## config.mk

```make
export PLATFORM = sky130hd
export DESIGN_NAME = mult_div_unit
export DESIGN_NICKNAME = d
export VERILOG_FILES = /design/src/rtl/mult_div_unit.sv
export SDC_FILE = /design/constraint.sdc
export NUM_CORES = 1
export LEC_CHECK = 0
export ABC_AREA = 1
export BUFFER_PORTS_ARGS = -buffer_cell sky130_fd_sc_hd__buf_2
export CORE_AREA = 10 10 192 194
export CTS_BUF_LIST = sky130_fd_sc_hd__clkbuf_8
export DETAILED_ROUTE_END_ITERATION = 10
export DIE_AREA = 0 0 202 204
export MAX_ROUTING_LAYER = met4
export PLACE_DENSITY = 0.83
export SLEW_MARGIN = 25
export SYNTH_ARGS = -nofsm -noshare
export SYNTH_HDL_FRONTEND = slang
export SYNTH_SLANG_ARGS = --single-unit
```

## constraint.sdc

```tcl
create_clock -name clk -period 3.75 [get_ports clk]
set_clock_uncertainty 0.15 [all_clocks]
set_input_delay 0.1875 -clock clk [delete_from_list [all_inputs] [get_ports clk]]
set_output_delay 0.1875 -clock clk [all_outputs]
set_load 0.05 [all_outputs]
```

## src/rtl/mult_div_unit.sv

```systemverilog
// mult_div_unit
// Iterative 32-bit multiply/divide unit for the multi-cycle MIPS datapath.
// Executes MULT, MULTU, DIV and DIVU in 34 cycles (1 start edge, 32 iterations,
// 1 sign-fix edge) and holds the 64-bit result in HI/LO. Also services MTHI/MTLO.
//
// state | meaning
// IDLE  | waiting for start; MTHI/MTLO writes accepted here
// CALC  | one shift-add / restoring-divide iteration per cycle, counter 31..0
// FIX   | sign correction, write hi/lo, pulse done
//
// Ports:
//   clk    in   1  clock, rising edge
//   rst    in   1  asynchronous reset, active low
//   start  in   1  begin operation selected by op on a, b (ignored while busy)
//   op     in   2  00 MULT, 01 MULTU, 10 DIV, 11 DIVU
//   a      in  32  multiplicand / dividend
//   b      in  32  multiplier / divisor
//   hi_we  in   1  MTHI: write wdata into HI (idle only)
//   lo_we  in   1  MTLO: write wdata into LO (idle only)
//   wdata  in  32  MTHI/MTLO data
//   hi     out 32  HI register (high product / remainder)
//   lo     out 32  LO register (low product / quotient)
//   busy   out  1  operation in progress
//   done   out  1  one-cycle pulse, new hi/lo valid
module mult_div_unit (
  input  logic        clk,
  input  logic        rst,
  input  logic        start,
  input  logic [1:0]  op,
  input  logic [31:0] a,
  input  logic [31:0] b,
  input  logic        hi_we,
  input  logic        lo_we,
  input  logic [31:0] wdata,
  output logic [31:0] hi,
  output logic [31:0] lo,
  output logic        busy,
  output logic        done
);

  typedef enum logic [1:0] {IDLE, CALC, FIX} state_t;

  state_t      state;
  logic [4:0]  cnt;
  logic        is_div;
  logic        sign_a;
  logic        sign_b;
  logic [31:0] opnd;     // multiplicand |a| for multiply, divisor |b| for divide
  logic [31:0] a_orig;   // raw dividend, returned in hi on divide by zero
  logic [63:0] acc;      // {upper, multiplier} or {remainder, dividend/quotient}

  // Start-edge operand preparation
  logic        st_sa, st_sb;
  logic [31:0] st_ma, st_mb;

  always_comb begin
    st_sa = ~op[0] & a[31];
    st_sb = ~op[0] & b[31];
    st_ma = st_sa ? (~a + 32'd1) : a;
    st_mb = st_sb ? (~b + 32'd1) : b;
  end

  // One iteration
  logic [32:0] mul_sum;
  logic [32:0] div_shift;
  logic        div_ge;
  logic [31:0] div_sub;
  logic [63:0] acc_next;

  always_comb begin
    mul_sum   = {1'b0, acc[63:32]} + (acc[0] ? {1'b0, opnd} : 33'd0);
    div_shift = {acc[63:32], acc[31]};
    div_ge    = div_shift >= {1'b0, opnd};
    // When div_ge holds the difference is below the divisor, so 32 bits suffice
    div_sub   = div_shift[31:0] - opnd;
    if (is_div)
      acc_next = {(div_ge ? div_sub : div_shift[31:0]), acc[30:0], div_ge};
    else
      acc_next = {mul_sum, acc[31:1]};
  end

  // Sign correction and final result
  logic [63:0] prod_fix;
  logic [31:0] quo_fix;
  logic [31:0] rem_fix;
  logic [31:0] fix_hi;
  logic [31:0] fix_lo;

  always_comb begin
    prod_fix = (sign_a ^ sign_b) ? (~acc + 64'd1) : acc;
    quo_fix  = (sign_a ^ sign_b) ? (~acc[31:0] + 32'd1) : acc[31:0];
    rem_fix  = sign_a ? (~acc[63:32] + 32'd1) : acc[63:32];
    if (!is_div) begin
      fix_hi = prod_fix[63:32];
      fix_lo = prod_fix[31:0];
    end else if (opnd == 32'd0) begin
      fix_hi = a_orig;
      fix_lo = 32'hFFFF_FFFF;
    end else begin
      fix_hi = rem_fix;
      fix_lo = quo_fix;
    end
  end

  always_ff @(posedge clk or negedge rst) begin
    if (!rst) begin
      state  <= IDLE;
      cnt    <= 5'd0;
      is_div <= 1'b0;
      sign_a <= 1'b0;
      sign_b <= 1'b0;
      opnd   <= 32'd0;
      a_orig <= 32'd0;
      acc    <= 64'd0;
      hi     <= 32'd0;
      lo     <= 32'd0;
      busy   <= 1'b0;
      done   <= 1'b0;
    end else begin
      done <= 1'b0;
      case (state)
        IDLE: begin
          if (hi_we) hi <= wdata;
          if (lo_we) lo <= wdata;
          if (start) begin
            is_div <= op[1];
            sign_a <= st_sa;
            sign_b <= st_sb;
            a_orig <= a;
            opnd   <= op[1] ? st_mb : st_ma;
            acc    <= {32'd0, (op[1] ? st_ma : st_mb)};
            cnt    <= 5'd31;
            busy   <= 1'b1;
            state  <= CALC;
          end
        end
        CALC: begin
          acc <= acc_next;
          if (cnt == 5'd0)
            state <= FIX;
          else
            cnt <= cnt - 5'd1;
        end
        FIX: begin
          hi    <= fix_hi;
          lo    <= fix_lo;
          done  <= 1'b1;
          busy  <= 1'b0;
          state <= IDLE;
        end
        default: begin
          busy  <= 1'b0;
          state <= IDLE;
        end
      endcase
    end
  end

endmodule

```

Word-level counts from Yosys, hierarchy flattened
Index checks and enable logic that the tools add are counted.
Word-level totals
  register bits: 204
  output and inout bits: 66
  word-level logic and storage cells: 79
Operators by class
  $add $sub $neg: 8
  $lt $le $gt $ge: 1
  equality and inequality tests: 7
  multiplexer cells: 29
  bitwise logic cells: 10
  reductions and logical operators: 12
Operator list (number)
  2-to-1 mux 32 bit: 14
  2-to-1 mux 64 bit: 3
  adder 32 x 1 -> 32 bit, second input constant: 4
  inverter 32 bit: 4
  one-hot mux 32 bit (2 select lines): 2
  one-hot mux 64 bit (2 select lines): 1
  adder 64 x 1 -> 64 bit, second input constant: 1
  inverter 64 bit: 1
  adder 32 x 32 -> 33 bit: 1
  >= comparator 33 x 32 -> 1 bit: 1
  zero test 32 bit: 1
  subtractor 32 bit: 1
  AND reduction 2 bit: 6
  2-to-1 mux 5 bit: 2
  inequality test 2 bit, second input constant: 5
  one-hot mux 5 bit (2 select lines): 1
  zero test 5 bit: 1
  subtractor 5 x 1 -> 5 bit, second input constant: 1
  2-to-1 mux 2 bit: 2
  one-hot mux 2 bit (2 select lines): 1
  nonzero test 2 bit: 2
  AND reduction 3 bit: 1
  AND 1 bit: 2
  == test 2 x 1 -> 1 bit, second input constant: 1
  other kinds (6): 8

Logic depth before layout (Yosys ltp)
Gate-level depths: netlist of run 1.
  depth after elaboration: 6
  gate-level depth with buffers: 20
  mapped depth without buffers: 18

Least setup slack after synthesis of run 1
No wires, ideal clock.
  kind: register to register
  start point: register acc[0]
  end point: register acc[55]
  setup time: 0.118 ns
  arrival: 2.518 ns
  required time: 3.482 ns
  slack: 0.964 ns
  cell stages (with the launch flop): 16
  buffers on the path: 2
  clock period less this slack: 2.786 ns
  cells stage by stage: dfrtp_1 buf_2 clkbuf_1 nand2_1 inv_1 ha_1 inv_1 fa_1 o21ai_0 inv_1 o21ai_0 nand3_1 nand4_1 nand3_1 nand3_1 nand2_1
On the way
  word-level cells in the longest chain between the ends: 4
RTL lines
  start, declared: RTL line 50  | logic [63:0] acc;
  start signal, assigned: RTL line 131  | acc <= {32'd0, (op[1] ? st_ma : st_mb)};
  start signal, assigned: RTL line 138  | acc <= acc_next;
  2-to-1 mux 32 bit: RTL line 71  | mul_sum = {1'b0, acc[63:32]} + (acc[0] ? {1'b0, opnd} : 33'd0);
  adder 32 x 32 -> 33 bit: RTL line 71
  2-to-1 mux 64 bit: RTL line 76  | if (is_div)
  one-hot mux 64 bit (2 select lines): RTL line 121  | case (state)
Every way passes these cells.
A chain may end at the register's enable or synchronous reset.

Worst setup path in the final report of run 1
  start point: register acc[32]
  end point: register acc[55]
On the way
  word-level cells in the longest chain between the ends: 4
  elaborated cells between the ends (all ways): 6
  those cells by class: add/sub (2); order compare (1); mux (3)
RTL lines
  subtractor 32 bit or >= comparator 33 x 32 -> 1 bit (tied branches): RTL line 75, 73
  2-to-1 mux 32 bit: RTL line 77  | acc_next = {(div_ge ? div_sub : div_shift[31:0]), acc[30:0], div_ge};
  2-to-1 mux 64 bit (*): RTL line 76
  one-hot mux 64 bit (2 select lines) (*): RTL line 121
Mark *: on every way between the ends. The rest lies on a longest branch, timed or not.

==> results.sh, run 1 <==
export IMPL_hold_viol_final=0
export IMPL_yosysMostFrequentCell="nand2_1"
export IMPL_synth_area_top_cells="dfrtp_1, nand2_1, nor2_1, inv_1, nand3_1"
export IMPL_postCtsResizedCells=0
export IMPL_leakage_nw=12.2
export IMPL_path_buf_inv=2
export IMPL_drc=0
export IMPL_holdPathEnd="lo[21]$_DFFE_PN0P_"
export IMPL_peakVddDrop_v=0.00103
export IMPL_path_class="register to register"
export IMPL_synth_seq_cells=204
export IMPL_setup_tns_final_ps=0
export IMPL_io_pin_count=169
export IMPL_synth_async_reset_ratio_pct=100
export IMPL_area_growth_pct=14.6
export IMPL_cts_buffers=37
export IMPL_drtIter0Drc=3817
export IMPL_fin_crit_sh_pct=96.6
export IMPL_slew_headroom_pct=27.2
export IMPL_fp_dieW_um=202
export IMPL_crit_top_cell="nand3_1"
export IMPL_cp_end_kind="register"
export IMPL_yosysSeqAreaShare_pct=24.8
export IMPL_synth_commonest_cells="nand2_1, nor2_1, inv_1"
export IMPL_critical_path_max_stage_delay_ps=610
export IMPL_synth_avg_cell_area_um2=5.80
export IMPL_drtPass1Iterations=7
export IMPL_cts_tree="yes"
export IMPL_grt_pass1_wl_mm=137
export IMPL_path_max_fanout=7
export IMPL_max_freq_ghz=0.276
export IMPL_crit_family="compound AO/OA/AOI/OAI gates"
export IMPL_ant_nets=0
export IMPL_cts_path_max_buffers=3
export IMPL_setup_violations=0
export IMPL_port_buffers=168
export IMPL_drv_cap=0
export IMPL_r2r_setup_slack_ps=130
export IMPL_initial_core_util_pct=62.2
export IMPL_crit_required_ps=4070
export IMPL_cts_root_buf="clkbuf_8"
export IMPL_slew_viol_final=0
export IMPL_fill_cells=2922
export IMPL_r2r_cells=11
export IMPL_grt_overflow_total=0
export IMPL_grt_max_degree=112
export IMPL_p_per_area_nw_per_um2=1100
export IMPL_hold_buffers=94
export IMPL_coreArea_um2=33100
export IMPL_p_comb_share_pct=72.6
export IMPL_min_from="lo_we"
export IMPL_syn_area_um2=20600
export IMPL_antenna_found_initial=3
export IMPL_rsz0062_at_grt="false"
export IMPL_r2r_start="acc[32]$_DFFE_PN0P_"
export IMPL_via_per_inst=6.11
export IMPL_die_h_um=204
export IMPL_cts_max_level=2
export IMPL_p_switching_w=0.0158
export IMPL_startpoint="acc[32]$_DFFE_PN0P_"
export IMPL_path_cells="ha_1 > inv_1 > fa_1 > o21ai_0 > inv_1 > o21ai_0 > nand3_1 > nand4_1 > nand3_1 > nand3_1 > nand2_1"
export IMPL_routed_wl_mm=91.0
export IMPL_cts_setup_buffers=0
export IMPL_final_util_pct=71.3
export IMPL_detail_route_wl_per_cell_um=21.4
export IMPL_hold_path_class="primary input to register"
export IMPL_finalWeightedCongestion=1.13
export IMPL_syn_num_nets=3726
export IMPL_power_frac_seq_pct=18.7
export IMPL_critPathSlowestCell="o21ai_0"
export IMPL_crit_path_start_kind="register"
export IMPL_worst_slew_pin_slew_ps=1080
export IMPL_dp_hpwl_mm=69.7
export IMPL_status="finished clean"
export IMPL_fp_row_count=67
export IMPL_dr_total_vias=25937
export IMPL_drive_gt1_share_pct=9.22
export IMPL_cts_sinks=204
export IMPL_switching_share_pct=60.8
export IMPL_post_route_min_period_ps=3620
export IMPL_r2r_end="acc[55]$_DFFE_PN0P_"
export IMPL_synth_top_area_cell="dfrtp_1"
export IMPL_cts_reportedPaths_clkPinSlew_ps=70
export IMPL_crit_arrival_ps=3950
export IMPL_nets=3941
export IMPL_clkPwrFrac_pct=8.8
export IMPL_dieArea_um2=41200
export IMPL_synth_main_ff_cell="dfrtp_1"
export IMPL_synth_edf_count=0
export IMPL_synth_cell_types=48
export IMPL_track_usage_pct=43.8
export IMPL_yosys_warnings=0
export IMPL_holdPathStages=3
export IMPL_clk_latency_ps=610
export IMPL_synth_top_cell_area_share_pct=24.8
export IMPL_syn_instance_count=3551
export IMPL_power_internal_w=0.0102
export IMPL_grt_pass1_vias=23877
==> sequential cells by signal, indices dropped and copies added (netlist names) <==
register and flops:
opnd 32, is_div 1, busy 1, acc 64
state 2, sign_a 1, hi 32, lo 32
cnt 5, done 1, a_orig 32, sign_b 1
==> worst reg2reg max path, delay by kind of cell, from the launching register on <==
kind	cells	cell delay (ps)
buffers and inverters	2	300
adders and majority gates	2	800
and+or+nand+nor	5	590
DFF	1	600
AOI/OAI and AO/OA	2	1070
==> area by class of cell <==
cell class / count / area [µm²] / area share, %
clock buffer: 47 / 647 / 2.74
multi-input combinational: 2753 / 13300 / 56.2
timing repair buffer: 302 / 2130 / 9.01
inverter: 468 / 1760 / 7.46
clock inverter: 21 / 140 / 0.593
sequential: 204 / 5110 / 21.6
antenna: 3 / 7.51 / 0.0318
tap: 448 / 561 / 2.37
==> cells in the final DEF (no fill, tap or decap), types with 3 or more instances in the layout <==
cell and n:
nand2_1 1150, o211ai_1 29, o221ai_1 13, xnor2_1 25, buf_12 3, a31oi_1 3, inv_1 469, o21ai_0 199
ha_1 70, buf_2 167, buf_4 37, nand3_2 12, nor2_2 11, clkbuf_8 48, dlygate4sd3_1 94, a22oi_1 15
nor3_1 22, nand3b_1 17, o21ai_1 4, nor2_1 469, clkinv_2 5, dfrtp_1 203, a21oi_1 238, xor2_1 80
or2_2 5, nand3_1 287, inv_2 7, nor2_4 8, nand4_1 35, diode_2 3, nand2_2 29, nor2_8 3
o21bai_1 8
==> through the flow <==
step           total power [W]  instances  instance area [µm²]  hold WS (ps)  setup slack (ps)
2_1_floorplan           0.0170       3551                20600          -258               964
4_1_cts                 0.0249       4243                23600          18.6               344
6_report                0.0260       4246                23600          28.2               127
3_5_place_dp            0.0225       4081                21900           223               377
5_1_grt                 0.0276       4246                23600          62.7              90.8
3_3_place_gp            0.0222       4081                21900           236               385
==> kinds of logic after synthesis <==
| group | synth area share, % |
|---|---|
| AO/OA/AOI/OAI | 13.6 |
| XOR/XNOR | 4.46 |
| adder cells (fa/ha/maj) | 4.45 |
| buffers and inverters | 11.1 |
| AND/OR/NAND/NOR | 41.7 |
| flip-flops | 24.8 |
==> layer usage <==
metal | track usage (%) | vias to the layer above | wire, µm
met4 | 25.7 | 0 | 6500
met3 | 15.3 | 412 | 14800
li1 | - | 11704 | -
met5 | - | - | 0
met1 | 54.1 | 11737 | 33200
met2 | 60.7 | 2084 | 36600
==> power groups by stage <==
stage | combinational [W] | clock, W | sequential, W
CTS | 0.0180 | 0.00225 | 0.00468
global placement | 0.0175 | 0 | 0.00464
floorplan | 0.0117 | 0 | 0.00529
global route | 0.0204 | 0.00235 | 0.00485
finish | 0.0189 | 0.00228 | 0.00485
detailed placement | 0.0178 | 0 | 0.00470
==> how the worst max path moves through the flow <==
stage	end	slack [ps]	cells after the start
6_report	acc[55]$_DFFE_PN0P_	130	11
3_3_place_gp	acc[55]$_DFFE_PN0P_	390	11
2_1_floorplan	acc[55]$_DFFE_PN0P_	960	15
4_1_cts	acc[55]$_DFFE_PN0P_	340	11
5_1_grt	acc[55]$_DFFE_PN0P_	90	11
3_5_place_dp	acc[55]$_DFFE_PN0P_	380	11
(Power assumes the default switching activity.)
==> run 2, diff against run 1 <==
--- a/config.mk
+++ b/config.mk
@@ -7,12 +7,14 @@
 export LEC_CHECK = 0
 export ABC_AREA = 1
 export BUFFER_PORTS_ARGS = -buffer_cell sky130_fd_sc_hd__buf_2
-export CORE_AREA = 10 10 192 194
+export CELL_PAD_IN_SITES_DETAIL_PLACEMENT = 1
+export CELL_PAD_IN_SITES_GLOBAL_PLACEMENT = 2
+export CORE_AREA = 10 10 261 263
 export CTS_BUF_LIST = sky130_fd_sc_hd__clkbuf_8
 export DETAILED_ROUTE_END_ITERATION = 10
-export DIE_AREA = 0 0 202 204
+export DIE_AREA = 0 0 271 273
 export MAX_ROUTING_LAYER = met4
-export PLACE_DENSITY = 0.83
+export PLACE_DENSITY_LB_ADDON = 0.1
 export SLEW_MARGIN = 25
 export SYNTH_ARGS = -nofsm -noshare
 export SYNTH_HDL_FRONTEND = slang
==> run 2 against run 1 <==
Non-clock buffer count rose by 28. Highest routed layer unchanged. Largest power group unchanged. Via count down 4.9%. Largest cell class unchanged. Final area increased by 3.5%. Setup slack gained 210 ps.
==> results.sh, run 2 (synthesized netlist as in run 1, its figures left out) <==
export IMPL_clkPwrFrac_pct=9.2
export IMPL_grt_max_degree=94
export IMPL_cts_buffers=44
export IMPL_fp_row_count=92
export IMPL_dieArea_um2=74000
export IMPL_route_met3_wl_mm=6.84
export IMPL_worst_slew_pin_slew_ps=963
export IMPL_cts_path_max_buffers=3
export IMPL_cts_max_level=2
export IMPL_layout_commonest_cell="nand2_1"
export IMPL_p_comb_share_pct=73.5
export IMPL_p_switching_w=0.0165
export IMPL_wl_met2_mm=48.6
export IMPL_drtPass1Iterations=5
export IMPL_path_class="register to register"
export IMPL_rsz0062_at_grt="false"
export IMPL_drive_gt1_share_pct=9.96
export IMPL_hold_path_class="primary input to register"
export IMPL_drc=0
export IMPL_routed_top_layer="met4"
export IMPL_die_h_um=273
export IMPL_hold_viol_final=0
export IMPL_power_internal_w=0.0104
export IMPL_leakage_nw=12.4
export IMPL_final_area_um2=24500
export IMPL_dpl_worst_slack_ps=436
export IMPL_setup_violations=0
export IMPL_setup_tns_final_ps=0
export IMPL_port_buffers=168
export IMPL_cts_tree="yes"
export IMPL_grt_pass1_wl_mm=162
export IMPL_cts_reportedPaths_clkPinSlew_ps=60
export IMPL_dp_hpwl_mm=91.2
export IMPL_track_usage_pct=29.8
export IMPL_fin_crit_sh_pct=91.0
export IMPL_cp_end_kind="register"
export IMPL_post_route_min_period_ps=3410
export IMPL_postLayoutSetupSlackWorst_ps=339
export IMPL_status="finished clean"
export IMPL_slew_viol_final=0
export IMPL_fill_cells=8479
export IMPL_drv_cap=0
export IMPL_detail_route_wl_per_cell_um=23.7
export IMPL_dpl_cell_area_um2=22600
export IMPL_finalWeightedCongestion=1.00
export IMPL_io_pin_count=169
export IMPL_via_per_inst=5.26
export IMPL_fp_dieW_um=271
export IMPL_m1WireLength_mm=51.4
export IMPL_grt_overflow_total=0
export IMPL_crit_arrival_ps=3780
export IMPL_place_inst=4500
export IMPL_slew_headroom_pct=35.7
export IMPL_postCtsResizedCells=0
export IMPL_switching_share_pct=61.3
export IMPL_layoutNonFillerInstCount=4685
export IMPL_clk_latency_ps=650
export IMPL_max_freq_ghz=0.293
export IMPL_dr_total_vias=24661
export IMPL_grt_pass1_vias=24811
export IMPL_routed_wl_mm=111
export IMPL_crit_required_ps=4120
export IMPL_power_frac_seq_pct=17.4
export IMPL_ant_nets=0
export IMPL_area_growth_pct=18.7
export IMPL_largest_register="acc"
export IMPL_multi_input_area_um2=13300
export IMPL_initial_core_util_pct=32.8
export IMPL_antenna_found_initial=6
export IMPL_final_seq_area_um2=5110
export IMPL_nets=3976
export IMPL_drtIter0Drc=1965
export IMPL_coreArea_um2=62700
export IMPL_largest_register_ff_count=64
export IMPL_hold_buffers=101
export IMPL_p_per_area_nw_per_um2=1100
export IMPL_cts_root_buf="clkbuf_8"
export IMPL_crit_path_start_kind="register"
export IMPL_whs_ps=38.9
export IMPL_peakVddDrop_v=0.000395
export IMPL_path_max_fanout=7
export IMPL_cts_setup_buffers=0
export IMPL_mostFrequentLayoutCells="nand2_1, inv_1, nor2_1"
export IMPL_cts_sinks=204
run 2: path summary, 6_finish.rpt:
kind / from / end / slack [ps] / cells past startpoint
max in group asynchronous: rst / opnd[31]$_DFFE_PN0P_ / 2370 / 3
min: op[0] / sign_b$_DFFE_PN0P_ / 40 / 5
min reg2reg: lo[23]$_DFFE_PN0P_ / lo[23]$_DFFE_PN0P_ / 330 / 2
min in group asynchronous: rst / hi[29]$_DFFE_PN0P_ / 60 / 2
max: acc[0]$_DFFE_PN0P_ / acc[55]$_DFFE_PN0P_ / 340 / 13
max reg2reg: acc[0]$_DFFE_PN0P_ / acc[55]$_DFFE_PN0P_ / 340 / 13
run 2: power groups by stage:
stage | sequential [W] | clock (W) | combinational [W]
2_1_floorplan | 0.00529 | 0 | 0.0117
3_3_place_gp | 0.00458 | 0 | 0.0191
3_5_place_dp | 0.00464 | 0 | 0.0194
4_1_cts | 0.00461 | 0.00253 | 0.0196
5_1_grt | 0.00477 | 0.00263 | 0.0216
6_report | 0.00469 | 0.00247 | 0.0198
run 2: cell type report:
type                    instances  share of cell area (%)
multi-input cells            2753                    54.3
flip-flops and latches        204                    20.9
repair buffers                330                    9.69
inverters                     468                    7.20
well taps                     846                    4.33
clock buffers                  53                    2.98
clock inverters                28                   0.629
diodes                          3                  0.0307
run 2: metal layers:
metal	up-vias	track usage [%]
li1	11767	-
met1	11998	40.3
met2	730	45.0
met3	166	4.24
met4	0	9.85
met5	-	-
run 2: per-stage QoR:
stage	utilization (%)	power, W
global placement	35.9	0.0237
global route	39.0	0.0290
detailed placement	35.9	0.0240
CTS	39.0	0.0267
finish	39.0	0.0270
floorplan	-	0.0170
run 2: critical path, cell delays in order, from the launching register on:
cell,delay [ps]
dfrtp_1,500
nand2_1,100
inv_1,80
ha_1,330
inv_1,100
fa_1,450
o21ai_0,530
inv_1,150
o21ai_0,370
nand3_1,170
nand4_1,120
nand3_1,90
nand3_1,110
nand2_1,60
